[config.mk]
export PLATFORM = sky130hd
export DESIGN_NAME = cod5_muldiv_flat
export DESIGN_NICKNAME = d
export VERILOG_FILES = /design/src/rtl/cod5_muldiv_if.sv /design/src/rtl/cod5_muldiv.sv /design/src/flat_wrapper.sv
export SDC_FILE = /design/constraint.sdc
export NUM_CORES = 1
export LEC_CHECK = 0
export CAP_MARGIN = 10
export CORE_ASPECT_RATIO = 1.1
export CORE_MARGIN = 4
export CORE_UTILIZATION = 59
export DETAILED_ROUTE_END_ITERATION = 6
export MAX_ROUTING_LAYER = met4
export PLACE_DENSITY = 0.87
export SLEW_MARGIN = 40
export SYNTH_ARGS = -nofsm -noshare
export SYNTH_HDL_FRONTEND = slang
export SYNTH_SLANG_ARGS = --single-unit
[constraint.sdc]
create_clock -name I_clk -period 7.78 [get_ports I_clk]
set_input_delay 1.556 -clock I_clk [delete_from_list [all_inputs] [get_ports I_clk]]
set_output_delay 1.556 -clock I_clk [all_outputs]
set_load 0.01 [all_outputs]
[src/rtl/cod5_muldiv_if.sv]
// Operand/result bus between the cod5 execute-stage control and the mul/div unit.
interface cod5_muldiv_if #(
  parameter int unsigned WIDTH = 32
);
  logic             I_start;
  logic [1:0]       I_func;
  logic [WIDTH-1:0] I_a;
  logic [WIDTH-1:0] I_b;
  logic             O_busy;
  logic             O_done;
  logic [WIDTH-1:0] O_lo;
  logic [WIDTH-1:0] O_hi;

  modport master (
    output I_start, I_func, I_a, I_b,
    input  O_busy, O_done, O_lo, O_hi
  );

  modport slave (
    input  I_start, I_func, I_a, I_b,
    output O_busy, O_done, O_lo, O_hi
  );
endinterface

[src/rtl/cod5_muldiv.sv]
// Iterative multiply/divide: WIDTH shift-add or restoring shift-subtract steps on operand
// magnitudes, then one sign/special-case fix cycle. Fixed latency of WIDTH+2 cycles.
module cod5_muldiv #(
  parameter int unsigned WIDTH = 32
) (
  input logic           I_clk,
  input logic           I_reset,
  cod5_muldiv_if.slave  md_io
);
  localparam int unsigned CntW = $clog2(WIDTH + 1);

  typedef enum logic [1:0] {StIdle, StRun, StFix, StDone} state_e;

  state_e           state_q, state_d;
  logic [CntW-1:0]  cnt_q, cnt_d;
  logic             div_q, div_d;
  logic             qneg_q, qneg_d;
  logic             rneg_q, rneg_d;
  logic [WIDTH-1:0] m_q, m_d;
  logic [WIDTH-1:0] hi_q, hi_d;
  logic [WIDTH-1:0] lo_q, lo_d;
  logic [WIDTH-1:0] out_lo_q, out_lo_d;
  logic [WIDTH-1:0] out_hi_q, out_hi_d;

  logic             start_ok;
  logic             a_neg, b_neg;
  logic [WIDTH-1:0] a_mag, b_mag;
  logic [WIDTH:0]   mul_sum, div_shift, div_diff;
  logic [2*WIDTH-1:0] prod;
  logic [WIDTH-1:0] quo, rem;

  always_comb begin
    state_d  = state_q;
    cnt_d    = cnt_q;
    div_d    = div_q;
    qneg_d   = qneg_q;
    rneg_d   = rneg_q;
    m_d      = m_q;
    hi_d     = hi_q;
    lo_d     = lo_q;
    out_lo_d = out_lo_q;
    out_hi_d = out_hi_q;

    start_ok = md_io.I_start && ((state_q == StIdle) || (state_q == StDone));
    a_neg    = md_io.I_func[0] && md_io.I_a[WIDTH-1];
    b_neg    = md_io.I_func[0] && md_io.I_b[WIDTH-1];
    a_mag    = a_neg ? (~md_io.I_a + 1'b1) : md_io.I_a;
    b_mag    = b_neg ? (~md_io.I_b + 1'b1) : md_io.I_b;

    mul_sum   = {1'b0, hi_q} + (lo_q[0] ? {1'b0, m_q} : '0);
    div_shift = {hi_q, lo_q[WIDTH-1]};
    div_diff  = div_shift - {1'b0, m_q};

    prod = {hi_q, lo_q};
    if (qneg_q) prod = ~prod + 1'b1;
    quo = qneg_q ? (~lo_q + 1'b1) : lo_q;
    rem = rneg_q ? (~hi_q + 1'b1) : hi_q;
    // Zero divisor: quotient forced to all ones; remainder path already yields the dividend.
    if (m_q == '0) quo = '1;

    unique case (state_q)
      StIdle, StDone: begin
        if (start_ok) begin
          state_d = StRun;
          cnt_d   = CntW'(WIDTH);
          div_d   = md_io.I_func[1];
          qneg_d  = a_neg ^ b_neg;
          rneg_d  = a_neg;
          hi_d    = '0;
          // Multiply shifts the multiplier out of lo; divide shifts the dividend out of lo.
          lo_d    = md_io.I_func[1] ? a_mag : b_mag;
          m_d     = md_io.I_func[1] ? b_mag : a_mag;
        end else begin
          state_d = StIdle;
        end
      end
      StRun: begin
        cnt_d = cnt_q - CntW'(1);
        if (cnt_q == CntW'(1)) state_d = StFix;
        if (div_q) begin
          if (!div_diff[WIDTH]) begin
            hi_d = div_diff[WIDTH-1:0];
            lo_d = {lo_q[WIDTH-2:0], 1'b1};
          end else begin
            hi_d = div_shift[WIDTH-1:0];
            lo_d = {lo_q[WIDTH-2:0], 1'b0};
          end
        end else begin
          hi_d = mul_sum[WIDTH:1];
          lo_d = {mul_sum[0], lo_q[WIDTH-1:1]};
        end
      end
      StFix: begin
        state_d = StDone;
        if (div_q) begin
          out_lo_d = quo;
          out_hi_d = rem;
        end else begin
          out_lo_d = prod[WIDTH-1:0];
          out_hi_d = prod[2*WIDTH-1:WIDTH];
        end
      end
      default: state_d = StIdle;
    endcase
  end

  always_ff @(posedge I_clk or posedge I_reset) begin
    if (I_reset) begin
      state_q  <= StIdle;
      cnt_q    <= '0;
      div_q    <= 1'b0;
      qneg_q   <= 1'b0;
      rneg_q   <= 1'b0;
      m_q      <= '0;
      hi_q     <= '0;
      lo_q     <= '0;
      out_lo_q <= '0;
      out_hi_q <= '0;
    end else begin
      state_q  <= state_d;
      cnt_q    <= cnt_d;
      div_q    <= div_d;
      qneg_q   <= qneg_d;
      rneg_q   <= rneg_d;
      m_q      <= m_d;
      hi_q     <= hi_d;
      lo_q     <= lo_d;
      out_lo_q <= out_lo_d;
      out_hi_q <= out_hi_d;
    end
  end

  assign md_io.O_busy = (state_q == StRun) || (state_q == StFix);
  assign md_io.O_done = (state_q == StDone);
  assign md_io.O_lo   = out_lo_q;
  assign md_io.O_hi   = out_hi_q;
endmodule

[src/flat_wrapper.sv]
// flat-port wrapper written by rule: the top's interface ports become plain ports
module cod5_muldiv_flat 
#(
  parameter int unsigned WIDTH = 32
)
  (I_clk, I_reset, md_io_I_start, md_io_I_func, md_io_I_a, md_io_I_b, md_io_O_busy, md_io_O_done, md_io_O_lo, md_io_O_hi);
  cod5_muldiv_if #(.WIDTH(WIDTH)) md_io_i ();
  input logic I_clk;
  input logic I_reset;
  input wire logic [$bits(md_io_i.I_start)-1:0] md_io_I_start;
  input wire logic [$bits(md_io_i.I_func)-1:0] md_io_I_func;
  input wire logic [$bits(md_io_i.I_a)-1:0] md_io_I_a;
  input wire logic [$bits(md_io_i.I_b)-1:0] md_io_I_b;
  output wire logic [$bits(md_io_i.O_busy)-1:0] md_io_O_busy;
  output wire logic [$bits(md_io_i.O_done)-1:0] md_io_O_done;
  output wire logic [$bits(md_io_i.O_lo)-1:0] md_io_O_lo;
  output wire logic [$bits(md_io_i.O_hi)-1:0] md_io_O_hi;
  assign md_io_i.I_start = md_io_I_start;
  assign md_io_i.I_func = md_io_I_func;
  assign md_io_i.I_a = md_io_I_a;
  assign md_io_i.I_b = md_io_I_b;
  assign md_io_O_busy = md_io_i.O_busy;
  assign md_io_O_done = md_io_i.O_done;
  assign md_io_O_lo = md_io_i.O_lo;
  assign md_io_O_hi = md_io_i.O_hi;
  cod5_muldiv #(.WIDTH(WIDTH)) u_core (.I_clk(I_clk), .I_reset(I_reset), .md_io(md_io_i));
endmodule
After elaboration in Yosys (flattened, before gate mapping)
Index checks and enable logic that the tools add are counted.
W data, S select, Z words.

operators by class
  add/subtract/negate cells = 8
  $mul = 0
  divide/modulo/power cells = 0
  magnitude comparators = 0
  equal/unequal tests = 6
  shift-type cells = 0
  mux-type cells = 24
  bitwise gates (word level) = 6
  reduce and logical (&&, ||, !) cells = 11

operators with widths
  kind                     number
  $mux W32                 15
  $add A32 B1 Y32 const B  4
  $not A32 Y32             4
  $pmux W32 S2             2
  $add A64 B1 Y64 const B  1
  $mux W64                 1
  $not A64 Y64             1
  $add A32 B33 Y33         1
  $sub A33 B32 Y33         1
  $logic_not A32 Y1        1
  $pmux W6 S2              1
  $eq A6 B1 Y1 const B     1
  $mux W6                  1
  $pmux W2 S3              1
  $sub A6 B1 Y6 const B    1
  $eq A2 B2 Y1 const B     2
  $ne A2 B1 Y1 const B     2
  $reduce_and A2 Y1        2
  $logic_and A1 B1 Y1      3
  $eq A2 B1 Y1 const B     1
  $logic_not A2 Y1         1
  $logic_or A1 B1 Y1       2
  $mux W1                  2
  $mux W2                  1
  3 further kinds          3

storage, ports and cells
  register bits after elaboration = 171
  latch bits = 0
  memory bits (writable) = 0
  memory bits (read-only) = 0
  bits of input ports = 69
  output and inout port bits = 66
  logic and storage cells = 65
  memories = 0

Longest topological paths before layout
Gate-level depths: netlist of the first run.

  depth after elaboration = 6
  gate-level depth with buffers = 14
  gate-level depth less buffers = 13

Least setup slack after synthesis of the first run
Ideal clock, no wire load.

  path kind = input to register
  from = input md_io_I_b[10]
  to = register u_core.lo_q[29]
  library setup time = 141 ps
  arrival = 3673 ps
  data required time = 7639 ps
  setup slack = 3967 ps
  cell stages on the path = 9
  path buffers = 0
  cell sequence = or4_1 nor4_1 nand3_1 nor2_1 nand2_1 o41ai_1 xnor2_1 o211ai_1 o311ai_1

between the ends
  word-level cells in the longest chain between the ends = 6

ends and longest elaborated chain
  element               RTL line            text
  start, declared       flat_wrapper.sv:13  input wire logic [$bits(md_io_i.I_b)-1:0] md_io_I_b;
  $not A32 Y32          cod5_muldiv.sv:48   b_mag = b_neg ? (~md_io.I_b + 1'b1) : md_io.I_b;
  $add A32 B1 Y32       cod5_muldiv.sv:48
  $mux W32              cod5_muldiv.sv:48
  $mux W32              cod5_muldiv.sv:71   lo_d = md_io.I_func[1] ? a_mag : b_mag;
  $mux W32              cod5_muldiv.sv:63   if (start_ok) begin
  $pmux W32 S2          cod5_muldiv.sv:61   unique case (state_q)
  end signal, assigned  cod5_muldiv.sv:127  lo_q <= lo_d;
  end, declared         cod5_muldiv.sv:21   logic [WIDTH-1:0] lo_q, lo_d;

No other way between the ends. The select of a mux whose other input is x is not followed.
A chain may end at the register's enable or synchronous reset.

Worst setup path after layout of the first run
Ends and elaborated chain as after synthesis.

==> impl_summary.md, run 1 <==
Logic synthesis
Synthesis produced a netlist with a net count of ~2000. The commonest cells after synthesis are 221 x sky130_fd_sc_hd__nor2_1, 201 x sky130_fd_sc_hd__a21oi_1, 171 x sky130_fd_sc_hd__dfrtp_1. The synthesis-stage register bit count is between 150 and 200.

The number of distinct standard cells referenced by the synthesized netlist is between 70 and 80. The summed instance area of the synthesized netlist is about 14000 um2. The most common cell in the synthesized netlist is sky130_fd_sc_hd__nor2_1.

The count of warnings emitted by yosys is 0. Of the synthesized area, sequential elements account for 0.298. The number of enable-type register cells in the synthesized netlist is 0. Dividing the synthesized area by the synthesized cell count gives 7.89 um2. For this run, the leading register cell type out of synthesis is sky130_fd_sc_hd__dfrtp_1. Counting every instance in the synthesized netlist gives 1819. Summed over all instances, the cell type with the most area after synthesis is sky130_fd_sc_hd__dfrtp_1. The proportion of synthesized flip-flops having asynchronous set or reset is 1.00. Ranked by total cell area, the synthesized netlist is headed by sky130_fd_sc_hd__dfrtp_1 30%, sky130_fd_sc_hd__a21oi_1 7.0%, sky130_fd_sc_hd__ha_1 6.4%, sky130_fd_sc_hd__xor2_1 6.0%, sky130_fd_sc_hd__nor2_1 5.8%.

The share of the synthesized area in the top cell type is 0.298.

GRT
Entering global routing, the biggest net connects ~130 pins. The first global-routing pass estimated approximately 73000 um of wire. The overflow left after global routing is 0. Across every metal layer, demand over resource in global routing totals 0.356. The number of antenna violations at the first check in global routing was 0.

The number of global-route vias before repair is roughly 14000.

Floorplan
The die covers between 20000 and 30000 um2. The starting density of the core is 0.604. The core region is 23800 um2. The number of standard-cell rows in the floorplan is a little under 60.

The height of the die is 172 um. The horizontal extent of the die is between 150 and 200 um. ~140 I/O pins were placed.

Power and ir drop
In this run the power density over the cells is between 100 and 150 nW/um2. In this run the static leakage power is ~7.0 nW. Cell internal power was estimated by the tool at between 1.5 and 2 mW.

IR analysis of the VDD net gives a maximum drop of around 160 uV. Of the total power, combinational logic draws 0.145. The analysis attributes to net switching a power of 723 uW. The switching part of the total is 0.322. The sequential fraction of design power is 0.468. The share of total power dissipated in the clock network is 0.388.

Clock network
The TritonCTS buffer count is 17. The total of hold buffers inserted after clock tree synthesis is 0. The TritonCTS clock tree is yes.

The number of gates resized after cts is 0. For this design, the sink count on the clock tree is 171. The later pin in the worst-skew pair is clocked with a latency of ~0.45 ns. Counting along the longest clock path gives a buffer depth of 2.

The count of H-tree levels built during CTS is 4. After clock tree synthesis, the clock-pin slew on the worst setup and hold paths is 0.07 ns. After clock tree synthesis, the setup repair step added 0 buffers.

The clock root buffer is sky130_fd_sc_hd__clkbuf_16.

Final layout
After the flow finishes, the layout carries non-filler instances totaling 2205. The share of final-layout standard cells stronger than drive strength 1 is 0.0611. The area growth from synthesis to layout is 14.6%.

The antenna diode count is 0. Once layout is complete, the utilization of the core stands at 0.692. The filler cells instantiated in the layout total 1989. With fillers left out, the area of the finished cells amounts to between 15000 and 20000 um2. The final layout contains roughly 2000 nets.

Placement
In this run, placement finished with an instance count of roughly 2200. The routability-driven placement congestion ratio is 1.06. The number of buffers inserted by port buffering is roughly 130. The standard cell area after detailed placement is between 15000 and 20000 um2.

The detailed-placement wirelength estimate is about 36000 um.

Route
The count of antenna-violating nets left after detailed routing is 0. For this run, design rule violations remaining after detail routing come to 0. The routed wirelength normalized by instance count is about 21 um. The first-iteration detailed-routing DRC count is ~1600. After detailed routing, the number of vias per cell comes to 6.45. The first-pass detailed-route iteration total is 6. The total detailed-routing wirelength is about 47000 um. Summing over every cut layer, the via total after detailed routing is 14200.

Timing
For the final routed database, the setup TNS stands at 0 ns. Setup violations remaining at the end of the flow were counted as 0. For the final database, setup skew stands at about 0.019 ns. Setup repair after global routing left no endpoint under its margin. The maximum operating frequency is 234 MHz.

For the pin with the worst max-slew slack, the measured transition is 0.835 ns. The number of pins with negative max-slew slack in the final report is 0. Measured against its own limit, the worst slew margin works out to 0.441.

The hold violation total from the final report is 0. The final worst-path cycle share is 0.550. The time the worst path needs with I/O delays and setup is about 4.3 ns.

Worst setup path
For this design, the slowest cell found on the critical path is sky130_fd_sc_hd__or4_1. The critical path buffer and inverter count is 1. The startpoint kind of the worst setup timing path is a primary input. The largest single stage delay on the critical path is between 0.5 and 0.6 ns.

Traced cell by cell, the critical path runs through clkdlybuf4s50_1 -> or4_1 -> nor4_1 -> nand3_1 -> nor2_1 -> nand2_1 -> o41ai_1 -> xnor2_1 -> o211ai_1 -> o311ai_1. The data required time at the worst endpoint is roughly 8.1 ns. The maximum fanout count along the critical path is 4. The category of the critical setup timing path is in -> reg. The element type at the critical path end is a register.

Data on the critical path arrives at its endpoint at ~4.6 ns. On the critical path the largest part of the delay comes from simple AND/OR/NAND/NOR gates. The worst register-to-register path has a setup slack of about 3.8 ns.

Job
Across the run, the number of max-cap violations was 0.

Worst hold path
The path class of the tightest hold or removal check is reg -> reg.

Run status
The flow ran to the end, and the final reports show no timing, DRC or antenna violations.
## flip-flops by register name (all words and copies together) (netlist names)
signal	count
u_core.lo_q	32
u_core.md_io.O_hi	32
u_core.md_io.O_lo	32
u_core.qneg_q	1
u_core.div_q	1
u_core.cnt_q	6
u_core.state_q	2
u_core.hi_q	32
u_core.rneg_q	1
u_core.m_q	32
## kinds of logic (layout without fill, tap and decap cells)
kind of cell | count (synthesis) | after routing | synth area share
AND/OR/NAND/NOR | 590 | 590 | 0.187
AO/OA/AOI/OAI | 562 | 562 | 0.237
XOR/XNOR | 173 | 173 | 0.106
flip-flops | 171 | 171 | 0.298
buffers and inverters | 164 | 245 | 0.0437
multiplexers | 84 | 84 | 0.0624
adder cells (fa/ha/maj) | 75 | 75 | 0.0665
## cell type report
type | instances | area [um2] | share of cell area
multi-input cells | 1484 | 9480 | 0.577
flip-flops and latches | 171 | 4280 | 0.260
repair buffers | 146 | 1440 | 0.0874
clock buffers | 17 | 425 | 0.0259
well taps | 305 | 382 | 0.0232
inverters | 67 | 256 | 0.0156
clock inverters | 15 | 175 | 0.0107
## power groups by stage
stage          Clock, mW  Sequential (mW)  Combinational (mW)
2_1_floorplan          0             1.00               0.238
3_3_place_gp           0             1.06               0.311
3_5_place_dp           0             1.06               0.320
4_1_cts            0.872             1.05               0.322
5_1_grt            0.910             1.06               0.358
6_report           0.870             1.05               0.325
## path summary, 6_finish.rpt
check / start / end / depth (start not counted)
max: md_io_I_b[10] / u_core.lo_q[29] / 10
min: u_core.m_q[10] / u_core.m_q[10] / 2
max reg2reg: u_core.lo_q[0] / u_core.hi_q[29] / 13
min reg2reg: u_core.m_q[10] / u_core.m_q[10] / 2
max in group asynchronous: I_reset / u_core.qneg_q / 3
min in group asynchronous: I_reset / u_core.m_q[12] / 2
## placed cells by master, fill, tap and decap left out, types with 28 or more instances in the layout
cell and instances:
sky130_fd_sc_hd__xor2_1 99, sky130_fd_sc_hd__dfrtp_1 169, sky130_fd_sc_hd__inv_1 65, sky130_fd_sc_hd__mux2i_1 41, sky130_fd_sc_hd__a211oi_1 30, sky130_fd_sc_hd__mux2_2 43, sky130_fd_sc_hd__ha_1 72, sky130_fd_sc_hd__a21o_1 32
sky130_fd_sc_hd__clkdlybuf4s50_1 133, sky130_fd_sc_hd__nand2_1 169, sky130_fd_sc_hd__nor2_1 218, sky130_fd_sc_hd__nand3_1 28, sky130_fd_sc_hd__xnor2_1 74, sky130_fd_sc_hd__nor3_1 40, sky130_fd_sc_hd__a21oi_1 200, sky130_fd_sc_hd__o21ai_0 153
## per-stage QoR
step / hold WS, ns / setup WS (ns) / total power [mW]
global route: 0.519 / 3.14 / 2.32
finish: 0.490 / 3.50 / 2.25
CTS: 0.497 / 3.45 / 2.24
floorplan: 0.450 / 1.59 / 1.24
global placement: 0.464 / 3.07 / 1.37
detailed placement: 0.482 / 3.01 / 1.38
## per-layer routing
metal | vias up | part of all wire | global-route usage
met4 | 0 | 0.069 | 0.195
met2 | 784 | 0.45 | 0.550
met3 | 161 | 0.077 | 0.0523
met1 | 6640 | 0.40 | 0.450
met5 | - | 0 | -
li1 | 6645 | - | -
## worst reg2reg max path, stage by stage, from the launching register on
cell and delay (ns):
sky130_fd_sc_hd__dfrtp_1 0.49, sky130_fd_sc_hd__inv_1 0.17, sky130_fd_sc_hd__buf_4 0.40, sky130_fd_sc_hd__nor2_1 0.10, sky130_fd_sc_hd__ha_1 0.35, sky130_fd_sc_hd__a21oi_1 0.23
sky130_fd_sc_hd__nor2_1 0.07, sky130_fd_sc_hd__a2111oi_0 0.54, sky130_fd_sc_hd__a31oi_1 0.34, sky130_fd_sc_hd__a21oi_1 0.39, sky130_fd_sc_hd__o21ai_0 0.18, sky130_fd_sc_hd__xnor2_1 0.34
sky130_fd_sc_hd__o21ai_0 0.13, sky130_fd_sc_hd__a21oi_1 0.18
Power figures use the tool's default switching activity.
==> run 2, diff against run 1 <==
CORE_UTILIZATION = 54   (was 59)
PLACE_DENSITY = 0.84   (was 0.87)
clock period = 3.55 ns   (was 7.78 ns; I/O delays follow)
==> impl_summary.md, run 2 (synthesized netlist as in run 1, its figures left out) <==
GRT
The overflow left after global routing is 0 (unchanged). The maximum number of pins on one net before global-route repair is 104 (-17%). The overall global routing resource usage was 0.336 (-0.0194).

The wire length of the first global-routing pass is 75700 um (+3.5%). The number of antenna violations at the first check in global routing was 0 (unchanged). The number of global-route vias before repair is 14100 (+4.0%).

Route
The first-iteration detailed-routing DRC count came to 1484 (-9.4%). The average via count per standard cell is 6.19 (-4.2%). The overall via count from detail_route was 14700 (+3.6%).

The remaining routing DRC violations is 0 (unchanged). The routed wirelength normalized by instance count is 20.5 um (-3.6%). The total detailed-routing wirelength is 48900 um (+4.2%). The count of antenna-violating nets left after detailed routing was 0 (unchanged). The first-pass detailed-route iteration total was 6 (unchanged).

Final layout
The library cells used most frequently in the layout, excluding fill and tap cells, are 220 x sky130_fd_sc_hd__nor2_1, 199 x sky130_fd_sc_hd__a21oi_1, 170 x sky130_fd_sc_hd__dfrtp_1. The number of standard cells in the final layout excluding fillers is 2383 (+8.1%). The share of final-layout standard cells stronger than drive strength 1 was 0.126 (+0.0645). The share of the core filled with cells is 0.674 (-0.0181). The filler cell count in the final layout is 2166 (+8.9%). The post-layout net count was 2162 (+6.5%). The antenna diode count is 0 (unchanged). The library cell used most frequently in the layout, excluding fill and tap cells, is sky130_fd_sc_hd__nor2_1. The area growth from synthesis to layout is 22.7%.

Clock network
The TritonCTS buffer count was 17 (unchanged). The total of hold buffers inserted after clock tree synthesis was 0 (unchanged). The clock slew at the register clock pins of the worst setup and hold paths is 0.08 ns (about the same). The tree is rooted in a sky130_fd_sc_hd__clkbuf_16.

The TritonCTS clock tree is yes. The worst-case clock buffer depth is 2 (unchanged). The count of H-tree levels built during CTS is 4 (unchanged). The clock insertion delay at the later pin of the skew report is 0.45 ns (about the same). The number of clock sinks is 171 (unchanged).

Power and ir drop
The reported leakage power came to 7.68 nW (+9.6%). The sequential fraction of design power is 0.424 (-0.044). The areal power density over the cells is 292 nW/um2 (+110%). The maximum vdd ir drop is 280 uV (+76%). The internal power contribution is 3.47 mW (+130%). The overall power of the completed layout came to 5.14 mW (+130%).

The combinational cell fraction of total power is 0.192 (+0.047). The proportion of power drawn by the clock network is 0.384 (-0.004). The switching power total is 1.67 mW (+130%). The switching part of the total was 0.325 (+0.00290).

Timing
The clock skew is 0.0217 ns (+0.00284 ns). The hold violation total from the final report is 0 (unchanged). The total of endpoints with negative setup slack in the final report is 0 (unchanged). The time the worst path needs with I/O delays and setup is about 3.4 ns. The maximum operating frequency is between 200 and 300 MHz. The sum of negative setup slack was 0 ns (unchanged). The worst hold slack came to 0.492 ns (+0.00172 ns). Of the available clock period, the critical path in the final layout requires 0.964. The number of pins with negative max-slew slack in the final report is 0 (unchanged).

The max-slew headroom at the worst pin is 0.515 (+0.0738). The measured slew at the worst slew-check pin was 0.727 ns (-0.108 ns).

Floorplan
The I/O pin total is 135 (unchanged). The horizontal extent of the die is 163 um (+4.3%). The core box area is 26100 um2 (+10%). The number of standard-cell rows in the floorplan was 62 (+5.1%).

The height of the die was 179 um (+4.3%). The area of the die is 29200 um2 (+8.8%). The starting density of the core is 0.549 (-0.0548).

Worst setup path
The cell count of the worst reg-to-reg path is 10 (-3). The startpoint kind of the worst setup timing path is a register. The data required time at the worst endpoint is 3.88 ns (-4.19 ns). The data arrival time at the worst-slack endpoint was 3.75 ns (-0.82 ns). The critical path is of the reg -> reg type. The maximum fanout count along the critical path was 7 (+3). The element type at the critical path end is a register.

Job
The number of max-cap violations is 0 (unchanged).

Worst hold path
The depth of the worst hold-timing path is 2 (unchanged). The path type of the worst min-delay path is reg -> reg.

Placement
The routability-driven placement congestion ratio is 1.10 (+3.8%). The number of buffers inserted by port buffering is 134 (unchanged). The total placed cells including tap cells is 2347 (+8.0%).

The detailed-placement wirelength estimate is 38400 um (+7.7%).

Run status
The run finished with clean final reports.
## run 2: timing repair
| item | CTS | global route |
|---|---|---|
| resized for setup | 0 | 17 |
| endpoints found under the hold margin | 0 | 0 |
| buffers inserted | 0 | 4 |
| setup endpoints to repair | 0 | 21 |
## run 2: stage by stage
stage	area [um2]	setup WS [ns]
floorplan	14400	0.196
global placement	16900	0.0436
detailed placement	16900	-0.0780
CTS	17500	0.00960
global route	17600	-0.00190
finish	17600	0.128
## run 2: critical path, stage by stage, from the launching register on
cell and delay [ns]:
sky130_fd_sc_hd__dfrtp_1 0.40, sky130_fd_sc_hd__buf_4 0.17, sky130_fd_sc_hd__inv_1 0.12, sky130_fd_sc_hd__ha_1 0.17, sky130_fd_sc_hd__nor3b_1 0.32, sky130_fd_sc_hd__nand4_1 0.24
sky130_fd_sc_hd__or4b_2 0.75, sky130_fd_sc_hd__o31ai_1 0.60, sky130_fd_sc_hd__nand2_1 0.13, sky130_fd_sc_hd__xor2_1 0.17, sky130_fd_sc_hd__mux2_2 0.25
## run 2: path summary, 6_finish.rpt
path	start	to	slack, ns
setup / recovery	u_core.hi_q[1]	u_core.md_io.O_hi[30]	0.13
hold / removal	u_core.m_q[7]	u_core.m_q[7]	0.49
hold reg to reg	u_core.m_q[7]	u_core.m_q[7]	0.49
min in group asynchronous	I_reset	u_core.md_io.O_hi[14]	0.69
setup reg to reg	u_core.hi_q[1]	u_core.md_io.O_hi[30]	0.13
max in group asynchronous	I_reset	u_core.div_q	1.91
## run 2: metal layers
| metal | up-vias | GRT usage | wire [um] |
|---|---|---|---|
| met3 | 148 | 0.0405 | 3450 |
| li1 | 6904 | - | - |
| met5 | - | - | 0 |
| met2 | 722 | 0.546 | 23200 |
| met1 | 6965 | 0.408 | 19200 |
| met4 | 0 | 0.188 | 3050 |
## run 2: area by class of cell
cell class	instances	area (um2)	share of cell area
clock buffer	17	425	0.0242
inverter	67	259	0.0147
tap	352	440	0.0250
sequential	171	4280	0.243
multi-input combinational	1484	9540	0.542
timing repair buffer	277	2460	0.140
clock inverter	15	203	0.0115
## run 2: power by group through the flow
stage	clock, mW	sequential (mW)	combinational, mW
3_5_place_dp	0	2.20	0.966
5_1_grt	2.06	2.18	1.06
3_3_place_gp	0	2.20	0.946
2_1_floorplan	0	2.20	0.522
6_report	1.97	2.18	0.986
4_1_cts	1.98	2.17	0.972
